==> src/rtl/ccmp_block_sched_if.sv <==
// CCM* block scheduler bus: frame control inputs, AES core handshake and
// output-serialiser status, with the scheduler on the master side.
interface ccmp_block_sched_if #(
  parameter int LEN_W = 16
);
  logic             start_p;
  logic [LEN_W-1:0] payloadByteLen;
  logic             abort_p;
  logic             aesReady;
  logic             aesDone_p;
  logic             outBusy;
  logic             aesStart_p;
  logic [1:0]       aesMode;
  logic [LEN_W-5:0] ctrIdx;
  logic             payloadEnd_p;
  logic [3:0]       payloadLen;
  logic             micValid_p;
  logic             busy;
  logic             done_p;
  logic             timeoutErr_p;

  modport master (
    input  start_p, payloadByteLen, abort_p, aesReady, aesDone_p, outBusy,
    output aesStart_p, aesMode, ctrIdx, payloadEnd_p, payloadLen,
           micValid_p, busy, done_p, timeoutErr_p
  );

  modport slave (
    output start_p, payloadByteLen, abort_p, aesReady, aesDone_p, outBusy,
    input  aesStart_p, aesMode, ctrIdx, payloadEnd_p, payloadLen,
           micValid_p, busy, done_p, timeoutErr_p
  );
endinterface

==> src/rtl/ccmp_block_sched.sv <==
// CCM* block scheduler: orders B0/MAC, CTR payload and CTR A0 requests to one AES core.
// Optional AES watchdog enabled by defining CCMP_BLOCK_SCHED_TIMEOUT_EN.
module ccmp_block_sched #(
  parameter int LEN_W   = 16,
  parameter int TMO_CYC = 255
) (
  input logic                pClk,
  input logic                sRst,
  ccmp_block_sched_if.master bus
);
  localparam logic [2:0] IDLE     = 3'd0;
  localparam logic [2:0] MAC_B0   = 3'd1;
  localparam logic [2:0] CTR_BLK  = 3'd2;
  localparam logic [2:0] WAIT_OUT = 3'd3;
  localparam logic [2:0] MAC_BLK  = 3'd4;
  localparam logic [2:0] CTR_A0   = 3'd5;
  localparam logic [2:0] DONE     = 3'd6;

  localparam logic [LEN_W-4:0] ONE_BLK = (LEN_W-3)'(1);

  logic [2:0]       state;
  logic [2:0]       nextState;
  logic             waitDone;
  logic [LEN_W-4:0] blocksLeft;
  logic [LEN_W-4:0] blocksInit;
  logic [LEN_W-5:0] ctrIdxQ;
  logic [3:0]       lenLow;
  logic             issueState;
  logic             kill;
  logic             quiet;
  logic             startFire;
  logic             doneHit;
  logic             tmoHit;

  assign blocksInit = (LEN_W-3)'(({1'b0, bus.payloadByteLen} + (LEN_W+1)'(15)) >> 4);

  // waitDone marks an outstanding AES request; it blocks re-issue and qualifies aesDone_p
  assign issueState = (state == MAC_B0) || (state == CTR_BLK) ||
                      (state == MAC_BLK) || (state == CTR_A0);
  assign kill       = bus.abort_p || tmoHit;
  assign quiet      = sRst || kill;
  assign startFire  = issueState && !waitDone && bus.aesReady &&
                      ((state != CTR_BLK) || !bus.outBusy) && !quiet;
  assign doneHit    = waitDone && bus.aesDone_p && !quiet;

  always_comb begin
    nextState = state;
    if (kill) begin
      nextState = IDLE;
    end else begin
      case (state)
        IDLE:     if (bus.start_p) nextState = MAC_B0;
        MAC_B0:   if (doneHit) nextState = (blocksLeft == '0) ? CTR_A0 : CTR_BLK;
        CTR_BLK:  if (doneHit) nextState = MAC_BLK;
        MAC_BLK:  if (doneHit) nextState = (blocksLeft != '0) ? CTR_BLK : WAIT_OUT;
        WAIT_OUT: if (!bus.outBusy) nextState = CTR_A0;
        CTR_A0:   if (doneHit) nextState = DONE;
        DONE:     nextState = IDLE;
        default:  nextState = IDLE;
      endcase
    end
  end

  always_ff @(posedge pClk) begin
    if (sRst || kill) begin
      state      <= IDLE;
      waitDone   <= 1'b0;
      blocksLeft <= '0;
      ctrIdxQ    <= '0;
      lenLow     <= '0;
    end else begin
      state <= nextState;
      if (startFire) begin
        waitDone <= 1'b1;
      end else if (doneHit) begin
        waitDone <= 1'b0;
      end
      if ((state == IDLE) && bus.start_p) begin
        blocksLeft <= blocksInit;
        ctrIdxQ    <= (LEN_W-4)'(1);
        lenLow     <= bus.payloadByteLen[3:0];
      end else if ((state == CTR_BLK) && doneHit) begin
        blocksLeft <= blocksLeft - ONE_BLK;
        ctrIdxQ    <= ctrIdxQ + 1'b1;
      end
    end
  end

`ifdef CCMP_BLOCK_SCHED_TIMEOUT_EN
  localparam logic [7:0] TMO_LIM = 8'(TMO_CYC);

  logic [7:0] tmoCnt;

  // tmoCnt equals the number of cycles elapsed since the outstanding request was issued
  assign tmoHit = waitDone && !bus.aesDone_p && (tmoCnt == TMO_LIM);

  always_ff @(posedge pClk) begin
    if (sRst) begin
      tmoCnt <= '0;
    end else if (startFire) begin
      tmoCnt <= 8'd1;
    end else if (!waitDone || bus.aesDone_p) begin
      tmoCnt <= '0;
    end else if (tmoCnt != TMO_LIM) begin
      tmoCnt <= tmoCnt + 8'd1;
    end
  end
`else
  // Watchdog compiled out; the limit stays referenced so the parameter list is unchanged.
  assign tmoHit = 1'b0 && (TMO_CYC > 0);
`endif

  always_comb begin
    case (state)
      CTR_BLK: bus.aesMode = 2'b01;
      CTR_A0:  bus.aesMode = 2'b10;
      default: bus.aesMode = 2'b00;
    endcase
  end

  assign bus.aesStart_p   = startFire;
  assign bus.payloadEnd_p = startFire && (state == CTR_BLK) && (blocksLeft == ONE_BLK);
  assign bus.payloadLen   = lenLow;
  assign bus.ctrIdx       = ctrIdxQ;
  assign bus.micValid_p   = doneHit && (state == CTR_A0);
  assign bus.busy         = (state != IDLE);
  assign bus.done_p       = (state == DONE) && !quiet;
  assign bus.timeoutErr_p = tmoHit && !sRst && !bus.abort_p;
endmodule
==> src/flat_wrapper.sv <==
// flat-port wrapper written by rule: the top's interface ports become plain ports
module ccmp_block_sched_flat 
#(
  parameter int LEN_W   = 16,
  parameter int TMO_CYC = 255
)
  (pClk, sRst, bus_start_p, bus_payloadByteLen, bus_abort_p, bus_aesReady, bus_aesDone_p, bus_outBusy, bus_aesStart_p, bus_aesMode, bus_ctrIdx, bus_payloadEnd_p, bus_payloadLen, bus_micValid_p, bus_busy, bus_done_p, bus_timeoutErr_p);
  ccmp_block_sched_if #(.LEN_W(LEN_W)) bus_i ();
  input logic pClk;
  input logic sRst;
  input wire logic [$bits(bus_i.start_p)-1:0] bus_start_p;
  input wire logic [$bits(bus_i.payloadByteLen)-1:0] bus_payloadByteLen;
  input wire logic [$bits(bus_i.abort_p)-1:0] bus_abort_p;
  input wire logic [$bits(bus_i.aesReady)-1:0] bus_aesReady;
  input wire logic [$bits(bus_i.aesDone_p)-1:0] bus_aesDone_p;
  input wire logic [$bits(bus_i.outBusy)-1:0] bus_outBusy;
  output wire logic [$bits(bus_i.aesStart_p)-1:0] bus_aesStart_p;
  output wire logic [$bits(bus_i.aesMode)-1:0] bus_aesMode;
  output wire logic [$bits(bus_i.ctrIdx)-1:0] bus_ctrIdx;
  output wire logic [$bits(bus_i.payloadEnd_p)-1:0] bus_payloadEnd_p;
  output wire logic [$bits(bus_i.payloadLen)-1:0] bus_payloadLen;
  output wire logic [$bits(bus_i.micValid_p)-1:0] bus_micValid_p;
  output wire logic [$bits(bus_i.busy)-1:0] bus_busy;
  output wire logic [$bits(bus_i.done_p)-1:0] bus_done_p;
  output wire logic [$bits(bus_i.timeoutErr_p)-1:0] bus_timeoutErr_p;
  assign bus_i.start_p = bus_start_p;
  assign bus_i.payloadByteLen = bus_payloadByteLen;
  assign bus_i.abort_p = bus_abort_p;
  assign bus_i.aesReady = bus_aesReady;
  assign bus_i.aesDone_p = bus_aesDone_p;
  assign bus_i.outBusy = bus_outBusy;
  assign bus_aesStart_p = bus_i.aesStart_p;
  assign bus_aesMode = bus_i.aesMode;
  assign bus_ctrIdx = bus_i.ctrIdx;
  assign bus_payloadEnd_p = bus_i.payloadEnd_p;
  assign bus_payloadLen = bus_i.payloadLen;
  assign bus_micValid_p = bus_i.micValid_p;
  assign bus_busy = bus_i.busy;
  assign bus_done_p = bus_i.done_p;
  assign bus_timeoutErr_p = bus_i.timeoutErr_p;
  ccmp_block_sched #(.LEN_W(LEN_W), .TMO_CYC(TMO_CYC)) u_core (.pClk(pClk), .sRst(sRst), .bus(bus_i));
endmodule
==> config.mk <==
export PLATFORM = sky130hd
export DESIGN_NAME = ccmp_block_sched_flat
export DESIGN_NICKNAME = d
export VERILOG_FILES = /design/src/rtl/ccmp_block_sched_if.sv /design/src/rtl/ccmp_block_sched.sv /design/src/flat_wrapper.sv
export SDC_FILE = /design/constraint.sdc
export NUM_CORES = 1
export LEC_CHECK = 0
export BUFFER_PORTS_ARGS = -buffer_cell sky130_fd_sc_hd__clkbuf_2
export CAP_MARGIN = 10
export CORE_MARGIN = 1.5
export CORE_UTILIZATION = 55
export DETAILED_ROUTE_END_ITERATION = 12
export PLACE_DENSITY = 0.89
export SETUP_SLACK_MARGIN = 0.05
export SYNTH_ARGS = -nofsm -noshare
export SYNTH_HDL_FRONTEND = slang
export SYNTH_SLANG_ARGS = --single-unit
==> constraint.sdc <==
create_clock -name pClk -period 8.25 [get_ports pClk]
set_clock_uncertainty 0.2 [all_clocks]
set_input_delay 2.475 -clock pClk [delete_from_list [all_inputs] [get_ports pClk]]
set_output_delay 2.475 -clock pClk [all_outputs]
set_load 0.005 [all_outputs]
==> flow_metrics.tcl <==
set metrics [dict create \
    finalHoldViolCount 0 \
    critical_path_class "in -> out" \
    synthesis.area_um2 1970 \
    r2r_cells 6 \
    cts_root_buffer "clkbuf_4" \
    holdPathStages 2 \
    fp.dieArea_um2 3960 \
    timing.rr.start "u_core.state[1]" \
    drt_iter0_drc 86 \
    synth.largest_area_cell "dfxtp_1" \
    wl_mm 4.33 \
    rsz0062_at_grt "false" \
    syn_nets 278 \
    seq_area_um2 661 \
    cts_buffers 5 \
    die_h_um 62.9 \
    multiInputGateArea_um2 1230 \
    synthDistinctLibCells 51 \
    dr.pass1.iters 4 \
    gp_congestion 0.800 \
    fin_nets 320 \
    synth_edf_count 0 \
    initial_core_util 0.583 \
    cp_top_family "simple AND/OR/NAND/NOR gates" \
    port_buffers 45 \
    drc_errors 0 \
    yosys-top-cells-area "dfxtp_1, nand2_1, a21oi_1" \
    io_pins 47 \
    slew_viol_final 0 \
    synth_top_cell_area_share 0.335 \
    h-tree-depth 2 \
    post_drt_via_cell_ratio 5.68 \
    fin_crit_ns 6.66 \
    timing.final.crit_share 0.808 \
    worstPathRequired_ns 5.58 \
    die-width_um 62.9 \
    p_leak_uw 0.000863 \
    insertion_delay_ns 0.34 \
    synth_cells 252 \
    num_antenna_cells 0 \
    core_area_um2 3390 \
    post_cts_resized 0 \
    dr_total_vias 1938 \
    overflow 0 \
    yosysSeqAreaShare 0.335 \
    top_usage_layer "met2" \
    cp_cell_sequence "clkbuf_2, or2_2, or4b_4, nor4_2, clkbuf_2" \
    end_kind "output pin" \
    holdCritStartpoint "u_core.bus.payloadLen[3]" \
    nFillCells 307 \
    area_growth_pct 16.3 \
    start_kind "input port" \
    finalPower_uw 339 \
    synth-seq-cells 33 \
    met2_usage 0.379 \
    cpMaxStageDelayCell "or4b_4" \
    track_usage 0.235 \
    grt_util_met3 0.0559 \
    peakVddDrop_mv 0.0974 \
    antenna_left 0 \
    reg2reg_to "u_core.blocksLeft[6]" \
    slowest_delay_ns 0.55 \
    avgSynthCellArea_um2 7.83 \
    layout_commonest_cell "clkbuf_2" \
    cts_tree "yes" \
    clock_sinks 33 \
    worst_slew_pin_slew_ns 0.779 \
    arrival_ns 3.99 \
    fmax_ghz 0.150 \
    tns_ns 0 \
    grt_pass1_vias 1761 \
    async_reset_ff_frac 0 \
    post_cts_buffers 0 \
    clkTransAtPathRegs_ns 0.10 \
    path_buf_inv 2 \
    grt_max_degree 19 \
    drv_cap 0 \
    drive_gt1_frac 0.227 \
    worst_path_most_repeated_cell "clkbuf_2" \
    min_to "u_core.bus.payloadLen[3]" \
    dp_hpwl_mm 3.20 \
    status "finished, final reports clean" \
    cts_hold_buf 0 \
    hold_path.class "reg -> reg" \
    powerDensity_nw_per_um2 148 \
    setup_viol 0 \
    layout_common_cells "clkbuf_2, nand2_1, dfxtp_1" \
    grt_pass1_wl_mm 7.60 \
    num_rows 21 \
    reg2reg_slack_ns 5.76 \
    grt_antenna_before_repair 0 \
    ys.flop_type "dfxtp_1" \
    slew_headroom 0.479 \
    ys_warn_count 0 \
    use_met1 0.302 \
    cts_buffer_depth 2 \
    crit_fanout 13 \
    routedWlPerCell_um 12.7 \
]
metrics by stage:
step	hold slack, ns	area [um2]	setup slack (ns)	std cells	utilization
after floorplan	0.253	1970	1.99	252	-
after global placement	0.252	2210	1.63	333	0.653
after detailed placement	0.252	2210	1.58	333	0.653
after CTS	0.267	2300	1.58	341	0.678
after global routing	0.289	2300	1.51	341	0.678
final	0.264	2300	1.59	341	0.678
cells by family (layout without fill, tap and decap cells):
| family | after synthesis | count (layout) | synth area share |
|---|---|---|---|
| and+or+nand+nor | 117 | 117 | 0.322 |
| AOI/OAI and AO/OA | 59 | 59 | 0.194 |
| DFF | 33 | 33 | 0.335 |
| buffers and inverters | 20 | 63 | 0.0437 |
| xor gates and xnor gates | 18 | 18 | 0.0798 |
| adders and majority gates | 3 | 3 | 0.0190 |
| other | 1 | 1 | 0.00190 |
| muxes | 1 | 1 | 0.00507 |
synthesized netlist by cell type, drive strengths merged, types with 3 or more instances:
library cell / number
dfxtp: 33
a31oi: 6
inv: 9
xnor2: 6
a211oi: 3
nand3: 11
nand2b: 4
o21ai: 15
nor4: 7
xor2: 12
nand2: 35
a21oi: 21
nor2: 22
nand4: 7
or3: 7
buf: 6
ha: 3
clkbuf: 5
nor3: 11
sequential cells by signal, summed over array words and instances, names as in the netlist:
signal / count
u_core.blocksLeft: 13
u_core.bus.ctrIdx: 12
u_core.bus.payloadLen: 4
u_core.state: 3
u_core.waitDone: 1
how the worst max path moves through the flow:
stage                     cells past startpoint  slack [ns]  start          endpoint
after floorplan                               3        1.99   sRst  bus_payloadEnd_p
after global placement                        5        1.63   sRst  bus_payloadEnd_p
after detailed placement                      5        1.58   sRst  bus_payloadEnd_p
after CTS                                     5        1.58   sRst  bus_payloadEnd_p
after global routing                          5        1.51   sRst  bus_payloadEnd_p
final                                         5        1.59   sRst  bus_payloadEnd_p
power breakdown:
| part | switching [uW] | leakage (uW) | internal (uW) |
|---|---|---|---|
| clock network | 54.5 | 0.0000455 | 72.3 |
| logic | 26.4 | 0.000550 | 18.1 |
| registers | 4.97 | 0.000268 | 163 |
layer usage:
metal,part of all wire,up-vias
li1,-,992
met1,0.46,872
met2,0.47,67
met3,0.055,7
met4,0.013,0
met5,0,-
worst register-to-register path, delay by kind of cell (launching register included):
kind	cells	cell delay, ns
AO/OA/AOI/OAI	2	0.49
buffers and inverters	1	0.15
flip-flops	1	0.60
AND/OR/NAND/NOR	3	0.94
layout make-up:
type / instances / share of cell area
Clock inverter: 1 / 0.0131
Tap cell: 46 / 0.0251
Timing Repair Buffer: 46 / 0.101
Multi-Input combinational cell: 199 / 0.534
Sequential cell: 33 / 0.288
Clock buffer: 7 / 0.0240
Inverter: 9 / 0.0147
Note: power is estimated with default switching activity, not from simulation.
